`src/rtl/pipe_stage_reg_if.sv`:
```
// Inter-stage pipeline bus: control/redirect inputs, payload in and registered payload out.
// The master drives the stage inputs; the slave is the stage register itself.
interface pipe_stage_reg_if #(
    parameter int CTRL_W = 31
);
    logic              Stall;
    logic              Flush;
    logic              Eret;
    logic [31:0]       EPC;
    logic [31:0]       InsIn;
    logic [31:0]       PCIn;
    logic [CTRL_W-1:0] CtrlIn;
    logic [4:0]        ExcIn;
    logic              BDIn;
    logic              ValidIn;
    logic [31:0]       InsOut;
    logic [31:0]       PCOut;
    logic [CTRL_W-1:0] CtrlOut;
    logic [4:0]        ExcOut;
    logic              BDOut;
    logic              ValidOut;

    modport master (
        output Stall, Flush, Eret, EPC, InsIn, PCIn, CtrlIn, ExcIn, BDIn, ValidIn,
        input  InsOut, PCOut, CtrlOut, ExcOut, BDOut, ValidOut
    );

    modport slave (
        input  Stall, Flush, Eret, EPC, InsIn, PCIn, CtrlIn, ExcIn, BDIn, ValidIn,
        output InsOut, PCOut, CtrlOut, ExcOut, BDOut, ValidOut
    );
endinterface

```
`src/rtl/pipe_stage_reg.sv`:
```
// Inter-stage pipeline register for the 5-stage MIPS core with flush, stall, ERET and fetch-fault check.
// Define PIPE_PERF_EN to add StallCnt/BubbleCnt performance counters.
module pipe_stage_reg #(
    parameter int          CTRL_W   = 31,
    parameter int          TNEW_LSB = 8,
    parameter int          TNEW_W   = 3,
    parameter logic [31:0] PC_RESET = 32'h0000_3000,
    parameter logic [31:0] PC_LO    = 32'h0000_3000,
    parameter logic [31:0] PC_HI    = 32'h0000_6FFF,
    parameter bit          CHK_PC   = 1'b1,
    parameter logic [4:0]  EXC_ADEL = 5'd4
) (
    input  logic Clk,
    input  logic Reset,
`ifdef PIPE_PERF_EN
    output logic [31:0] StallCnt,
    output logic [31:0] BubbleCnt,
`endif
    pipe_stage_reg_if.slave bus
);
    typedef struct packed {
        logic [31:0]       ins;
        logic [31:0]       pc;
        logic [CTRL_W-1:0] ctrl;
        logic [4:0]        exc;
        logic              bd;
        logic              vld;
    } stage_t;

    stage_t q;
    stage_t load;
    logic   fault;

    always_comb begin
        fault = CHK_PC && ((bus.PCIn[1:0] != 2'b00) || (bus.PCIn < PC_LO) || (bus.PCIn > PC_HI));
        load.pc  = bus.PCIn;
        load.bd  = bus.BDIn;
        load.vld = bus.ValidIn;
        if (fault) begin
            load.ins  = '0;
            load.ctrl = '0;
            load.exc  = EXC_ADEL;
        end else begin
            load.ins  = bus.InsIn;
            load.ctrl = bus.CtrlIn;
            load.exc  = bus.ExcIn;
        end
    end

    always_ff @(posedge Clk) begin
        if (Reset || bus.Flush) begin
            q.ins  <= '0;
            q.pc   <= PC_RESET;
            q.ctrl <= '0;
            q.exc  <= '0;
            q.bd   <= 1'b0;
            q.vld  <= 1'b0;
        end else if (!bus.Stall) begin
            if (bus.Eret) begin
                q.ins  <= '0;
                q.pc   <= bus.EPC;
                q.ctrl <= '0;
                q.exc  <= '0;
                q.bd   <= 1'b0;
                q.vld  <= 1'b0;
            end else begin
                q <= load;
            end
        end
    end

    // Tnew counts down by one per stage, saturating at zero; aging is applied on the read side.
    logic [TNEW_W-1:0] tnew;
    always_comb begin
        tnew        = q.ctrl[TNEW_LSB +: TNEW_W];
        bus.CtrlOut = q.ctrl;
        if (tnew != '0)
            bus.CtrlOut[TNEW_LSB +: TNEW_W] = tnew - 1'b1;
    end

    assign bus.InsOut   = q.ins;
    assign bus.PCOut    = q.pc;
    assign bus.ExcOut   = q.exc;
    assign bus.BDOut    = q.bd;
    assign bus.ValidOut = q.vld;

`ifdef PIPE_PERF_EN
    // A bubble is any edge that writes a non-valid slot; faults count even when ValidIn is set.
    logic bubble;
    assign bubble = bus.Flush || (!bus.Stall && (bus.Eret || fault || !bus.ValidIn));

    always_ff @(posedge Clk) begin
        if (Reset) begin
            StallCnt  <= '0;
            BubbleCnt <= '0;
        end else begin
            if (bus.Stall && !bus.Flush)
                StallCnt <= StallCnt + 32'd1;
            if (bubble)
                BubbleCnt <= BubbleCnt + 32'd1;
        end
    end
`endif
endmodule

```
`src/flat_wrapper.sv`:
```
// flat-port wrapper written by rule: the top's interface ports become plain ports
module pipe_stage_reg_flat 
#(
    parameter int          CTRL_W   = 31,
    parameter int          TNEW_LSB = 8,
    parameter int          TNEW_W   = 3,
    parameter logic [31:0] PC_RESET = 32'h0000_3000,
    parameter logic [31:0] PC_LO    = 32'h0000_3000,
    parameter logic [31:0] PC_HI    = 32'h0000_6FFF,
    parameter bit          CHK_PC   = 1'b1,
    parameter logic [4:0]  EXC_ADEL = 5'd4
)
  (Clk, Reset, bus_Stall, bus_Flush, bus_Eret, bus_EPC, bus_InsIn, bus_PCIn, bus_CtrlIn, bus_ExcIn, bus_BDIn, bus_ValidIn, bus_InsOut, bus_PCOut, bus_CtrlOut, bus_ExcOut, bus_BDOut, bus_ValidOut);
  pipe_stage_reg_if #(.CTRL_W(CTRL_W)) bus_i ();
  input  logic Clk;
  input  logic Reset;
  input wire logic [$bits(bus_i.Stall)-1:0] bus_Stall;
  input wire logic [$bits(bus_i.Flush)-1:0] bus_Flush;
  input wire logic [$bits(bus_i.Eret)-1:0] bus_Eret;
  input wire logic [$bits(bus_i.EPC)-1:0] bus_EPC;
  input wire logic [$bits(bus_i.InsIn)-1:0] bus_InsIn;
  input wire logic [$bits(bus_i.PCIn)-1:0] bus_PCIn;
  input wire logic [$bits(bus_i.CtrlIn)-1:0] bus_CtrlIn;
  input wire logic [$bits(bus_i.ExcIn)-1:0] bus_ExcIn;
  input wire logic [$bits(bus_i.BDIn)-1:0] bus_BDIn;
  input wire logic [$bits(bus_i.ValidIn)-1:0] bus_ValidIn;
  output wire logic [$bits(bus_i.InsOut)-1:0] bus_InsOut;
  output wire logic [$bits(bus_i.PCOut)-1:0] bus_PCOut;
  output wire logic [$bits(bus_i.CtrlOut)-1:0] bus_CtrlOut;
  output wire logic [$bits(bus_i.ExcOut)-1:0] bus_ExcOut;
  output wire logic [$bits(bus_i.BDOut)-1:0] bus_BDOut;
  output wire logic [$bits(bus_i.ValidOut)-1:0] bus_ValidOut;
  assign bus_i.Stall = bus_Stall;
  assign bus_i.Flush = bus_Flush;
  assign bus_i.Eret = bus_Eret;
  assign bus_i.EPC = bus_EPC;
  assign bus_i.InsIn = bus_InsIn;
  assign bus_i.PCIn = bus_PCIn;
  assign bus_i.CtrlIn = bus_CtrlIn;
  assign bus_i.ExcIn = bus_ExcIn;
  assign bus_i.BDIn = bus_BDIn;
  assign bus_i.ValidIn = bus_ValidIn;
  assign bus_InsOut = bus_i.InsOut;
  assign bus_PCOut = bus_i.PCOut;
  assign bus_CtrlOut = bus_i.CtrlOut;
  assign bus_ExcOut = bus_i.ExcOut;
  assign bus_BDOut = bus_i.BDOut;
  assign bus_ValidOut = bus_i.ValidOut;
  pipe_stage_reg #(.CTRL_W(CTRL_W), .TNEW_LSB(TNEW_LSB), .TNEW_W(TNEW_W), .PC_RESET(PC_RESET), .PC_LO(PC_LO), .PC_HI(PC_HI), .CHK_PC(CHK_PC), .EXC_ADEL(EXC_ADEL)) u_core (.Clk(Clk), .Reset(Reset), .bus(bus_i));
endmodule
```
`config.mk`:
```
export PLATFORM = sky130hd
export DESIGN_NAME = pipe_stage_reg_flat
export DESIGN_NICKNAME = d
export VERILOG_FILES = /design/src/rtl/pipe_stage_reg_if.sv /design/src/rtl/pipe_stage_reg.sv /design/src/flat_wrapper.sv
export SDC_FILE = /design/constraint.sdc
export NUM_CORES = 1
export LEC_CHECK = 0
export BUFFER_PORTS_ARGS = -buffer_cell sky130_fd_sc_hd__buf_2
export CAP_MARGIN = 20
export CORE_MARGIN = 5
export CORE_UTILIZATION = 47
export DETAILED_ROUTE_END_ITERATION = 10
export PLACE_DENSITY = 0.83
export SYNTH_ARGS = -nofsm -noshare
export SYNTH_HDL_FRONTEND = slang
export SYNTH_SLANG_ARGS = --single-unit
export TNS_END_PERCENT = 20
```
`constraint.sdc`:
```
create_clock -name Clk -period 2.4 [get_ports Clk]
set_input_delay 0.36 -clock Clk [delete_from_list [all_inputs] [get_ports Clk]]
set_output_delay 0.36 -clock Clk [all_outputs]
set_load 0.02 [all_outputs]
```
Yosys cells after proc, flatten, opt, wreduce, memory -nomap -nowiden
Index checks and enable logic that the tools add are counted.
{"block": "word_totals", "word_cells": 18, "regBits": 102, "input_bits": 139}
{"block": "op_classes", "reduce_logical": 5, "n_mux": 4, "n_addsub": 1, "order_cmp": 2}
{"operator": "$mux 102", "count": 1}
{"operator": "$mux 36", "count": 1}
{"operator": "$gt 32x15->1 const B", "count": 1}
{"operator": "$lt 32x14->1 const B", "count": 1}
{"operator": "$mux 32", "count": 1}
{"operator": "$logic_or 1x1->1", "count": 3}
{"operator": "$mux 3", "count": 1}
{"operator": "$reduce_bool 3->1", "count": 1}
{"operator": "$sub 3x1->3 const B", "count": 1}
{"operator": "$reduce_bool 2->1", "count": 1}

Logic depth before layout (Yosys ltp)
{"block": "logic_depth", "ltp_word": 5, "depth_mapped": 6, "ltp_nobuf": 4}

Least setup slack after synthesis
No wires, ideal clock.
{"block": "synth_path", "kind": "input -> register", "from": "in bus_PCIn[29]", "to": "reg u_core.q (netlist bit u_core.bus.InsOut[22])", "path_buffers": 2, "setup_ns": 0.067, "path_stages": 6, "t_arrival_ns": 1.737, "path_slack_ns": 0.596, "path_cell_list": "or4_4 nor4_2 nand4_2 buf_6 buf_12 o21ai_2"}
{"block": "synth_between", "elab_chain_len": 5, "word_cells_on_any_way": 6, "classes_between": "order compare: 2; mux: 2; reduce/logical: 2"}
{"element": "from (decl)", "line": "flat_wrapper.sv:22", "source": "input wire logic [$bits(bus_i.PCIn)-1:0] bus_PCIn;"}
{"element": "$lt 32x14->1", "line": "pipe_stage_reg.sv:35", "source": "fault = CHK_PC && ((bus.PCIn[1:0] != 2'b00) || (bus.PCIn < PC_LO) || (bus.PCIn > PC_HI));"}
{"element": "$logic_or 1x1->1", "line": "pipe_stage_reg.sv:35"}
{"element": "$logic_or 1x1->1 *", "line": "pipe_stage_reg.sv:35"}
{"element": "$mux 32 *", "line": "pipe_stage_reg.sv:39", "source": "if (fault) begin"}
{"element": "$mux 102 *", "line": "pipe_stage_reg.sv:59", "source": "if (bus.Eret) begin"}
{"element": "to (signal assigned)", "line": "pipe_stage_reg.sv:67", "source": "q <= load;"}
{"element": "to (decl)", "line": "pipe_stage_reg.sv:30", "source": "stage_t q;"}
Mark *: on every way between the ends. The rest lies on a longest branch, timed or not.
A chain may end at the register's enable or synchronous reset.

Final worst setup path
{"block": "layout_path", "from": "reg u_core.q[15] in the netlist's numbering", "to": "out bus_CtrlOut[9]"}
{"block": "layout_between", "elab_chain_len": 2, "word_cells_on_any_way": 3, "classes_between": "add/sub: 1; mux: 1; reduce/logical: 1"}
{"element": "$sub 3x1->3 / $reduce_bool 3->1 (equally long branches)", "line": "pipe_stage_reg.sv:78, pipe_stage_reg.sv:77"}
{"element": "$mux 3 *", "line": "pipe_stage_reg.sv:77", "source": "if (tnew != '0)"}
{"element": "to (decl)", "line": "flat_wrapper.sv:29", "source": "output wire logic [$bits(bus_i.CtrlOut)-1:0] bus_CtrlOut;"}
Marked as above.

==> metrics.md <==
| Metric | Value |
|---|---|
| DP HPWL | `9050 µm` |
| Die area | `0.0128 mm²` |
| Placed cell count | `850` |
| Placeable Area | `0.0104 mm²` |
| VDD IR max | `0.238 mV` |
| Max incr delay on CP | `370 ps` |
| GRT met3 Usage | `7.17%` |
| Sw Pwr | `0.000801 W` |
| Post-synth ARST share | `0%` |
| Synth Net Count | `748` |
| RSZ-0062 raised after global routing | `no` |
| Status | `finished clean` |
| Final worst-path cycle share | `79.3%` |
| Min cycle time layout | `1900 ps` |
| Initial DRC count | `311` |
| Pint | `0.00240 W` |
| Met2 usage | `30.1%` |
| First-pass GRT wire length | `19100 µm` |
| Grt met1 use | `21.3%` |
| CTS tree | `built` |
| Synth Instances | `606` |
| DP Area | `0.00555 mm²` |
| Final hold vios | `0` |
| Most instantiated cells after synthesis | `dfxtp_1, buf_4, nand2_1` |
| Post-route ant nets | `0` |
| PwrDens | `557 mW/mm²` |
| Total gr overflow | `0` |
| Largest net degree at the start of global routing | `134` |
| Crit-path most repeated cell | `ha_1` |
| Mapped Area | `0.00500 mm²` |
| Final Non-Filler Cells | `866` |
| Leakage power | `2.77 nW` |
| Most frequent cell after synthesis | `dfxtp_1` |
| Number of synthesized flops with an enable pin | `0` |
| Register area share after synthesis | `40.8%` |
| IO Port Bufs | `240` |
| Initial Util | `48.2%` |
| Share of the synthesized area in the top cell type | `40.8%` |
| Syn-to-layout area delta | `14.9%` |
| Largest cells by area after synthesis | `dfxtp_1, buf_4, nand3_1` |
| Number of diodes | `0` |
| Die Height | `113 µm` |
| Synth warn | `0` |
| Clock share of power | `33.9%` |
| GRT Max-Usage Layer | `met2` |
| Pre-antenna DRT Iters | `4` |
| Tot Pwr | `0.00320 W` |
| Crit-path cells | `inv_1 > ha_1 > ha_1 > mux2i_1 > buf_2` |
| Post-CTS setup buffer count | `0` |
| Clk sinks | `102` |
| Vias per inst | `4.94` |
| Wire length after detailed routing | `12200 µm` |
| Pins over their slew limit | `0` |
| WP data required | `2040 ps` |
| Clock skew | `0 ps` |
| Worst-path fanout max | `3` |
| Number of placed I/O pins | `241` |
| CTS buffer count | `9` |
| Share of layout cells above drive strength 1 | `41.4%` |
| Vias after detailed routing | `4275` |
| Fmax achieved | `525 MHz` |
| Post-CTS Hold Buffers | `0` |
| Setup Crit Path Kind | `reg -> out` |
| Overall routing resource usage | `18.2%` |
| HP Class | `in -> reg` |
| Row cnt | `37` |
| Worst-Margin Slew | `612 ps` |
| Cell variety after synth | `28` |
| Initial antenna violation count | `1` |
| Mean post-synth cell area | `8.25 µm²` |
| Slew headroom | `59.2%` |
| Vias in the first global route | `4013` |
| Setup TNS | `0 ps` |
| Routed wire length per instance | `14.1 µm` |
| H-tree depth | `3` |
| Final #Nets | `867` |
| Clk_lat worst skew | `330 ps` |
| Final Cell Area | `0.00575 mm²` |
| Root Driver | `clkbuf_8` |
| Clk slew on worst S/H paths | `100 ps` |
| Sequential Power Share | `53.7%` |
| Clock Path Buffers | `2` |
| Max_cap viols | `0` |
| DRC viols | `0` |
| Leading area contributor after synthesis | `dfxtp_1` |
| Slowest-stage cell, CP | `dfxtp_1` |
| Sw Ratio | `25.0%` |
| Final Wtd Congestion | `0.958` |
| Kind of start point of the critical path | `register` |
| Crit end category | `output port` |
| Critical path arrival | `1540 ps` |
| Main synth FF type | `dfxtp_1` |
| Chip Width | `113 µm` |
| #FFs+latches synth | `102` |
| Finish-stage setup viols | `0` |
| Post-cts sizing count | `0` |
| Layout fillers | `986` |
| Combinational power share | `12.4%` |
kinds of logic after synthesis:
group,after synthesis,share of synthesized area (%)
buffers and inverters,146,19.4
XOR/XNOR,2,0.350
adder cells (fa/ha/maj),3,0.750
AND/OR/NAND/NOR,218,19.2
multiplexers,35,7.05
AO/OA/AOI/OAI,100,12.4
flip-flops,102,40.8
worst paths after layout:
kind                              from                    end  slack, ps  cells past startpoint
setup / recovery          u_core.q[15]         bus_CtrlOut[9]        500                      5
hold / removal           bus_InsIn[12]  u_core.bus.InsOut[12]        240                      3
setup reg to reg  u_core.bus.PCOut[13]   u_core.bus.PCOut[13]       1710                      2
hold reg to reg   u_core.bus.PCOut[12]   u_core.bus.PCOut[12]        480                      2
sequential cells by signal (all words and copies together) (netlist names):
register             cells
u_core.bus.ValidOut      1
u_core.bus.PCOut        32
u_core.bus.CtrlOut      28
u_core.bus.BDOut         1
u_core.bus.ExcOut        5
u_core.bus.InsOut       32
u_core.q                 3
final cells by class:
type	instances	area (µm²)	area share [%]
Clock inverter	4	55.1	0.958
Multi-Input combinational cell	358	2010	34.9
Inverter	4	15.0	0.261
Tap cell	136	170	2.96
Clock buffer	12	145	2.52
Timing Repair Buffer	250	1320	22.9
Sequential cell	102	2040	35.5
per-stage QoR:
| stage | utilization [%] | setup WS, ps | hold WS (ps) |
|---|---|---|---|
| after detailed placement | 53.5 | 272 | 457 |
| after CTS | 55.4 | 447 | 214 |
| after floorplan | - | 596 | 446 |
| after global routing | 55.4 | 385 | 208 |
| final | 55.4 | 496 | 238 |
| after global placement | 53.5 | 334 | 455 |
metal layers:
layer	vias up	wire length (µm)
met2	198	5690
li1	2164	-
met3	22	1380
met1	1889	4840
met4	2	302
met5	-	11
cell usage in the layout, fill, tap and decap left out, drive strengths merged, types with 2 or more instances in the layout:
cell type and instances:
buf 250, xnor2 2, or4 3, nand2 71, dfxtp 102, a21oi 30
nor4 6, mux2 2, nor2 64, a22oi 2, mux2i 33, clkbuf 12
nand3 70, o21ai 67, ha 3, inv 5
worst max-delay path: cells and delay by family (launching register included):
kind       cells  cell delay, ps
mux            1             160
flops          1             370
buf+inv        2             250
fa+ha+maj      2             420
power groups by stage:
stage / logic (W) / registers (W) / clock network (W)
after floorplan: 0.000237 / 0.00176 / 0
after global placement: 0.000393 / 0.00176 / 0
after detailed placement: 0.000397 / 0.00176 / 0
after CTS: 0.000398 / 0.00172 / 0.00113
after global routing: 0.000441 / 0.00172 / 0.00120
final: 0.000397 / 0.00172 / 0.00108
Power figures use the tool's default switching activity.
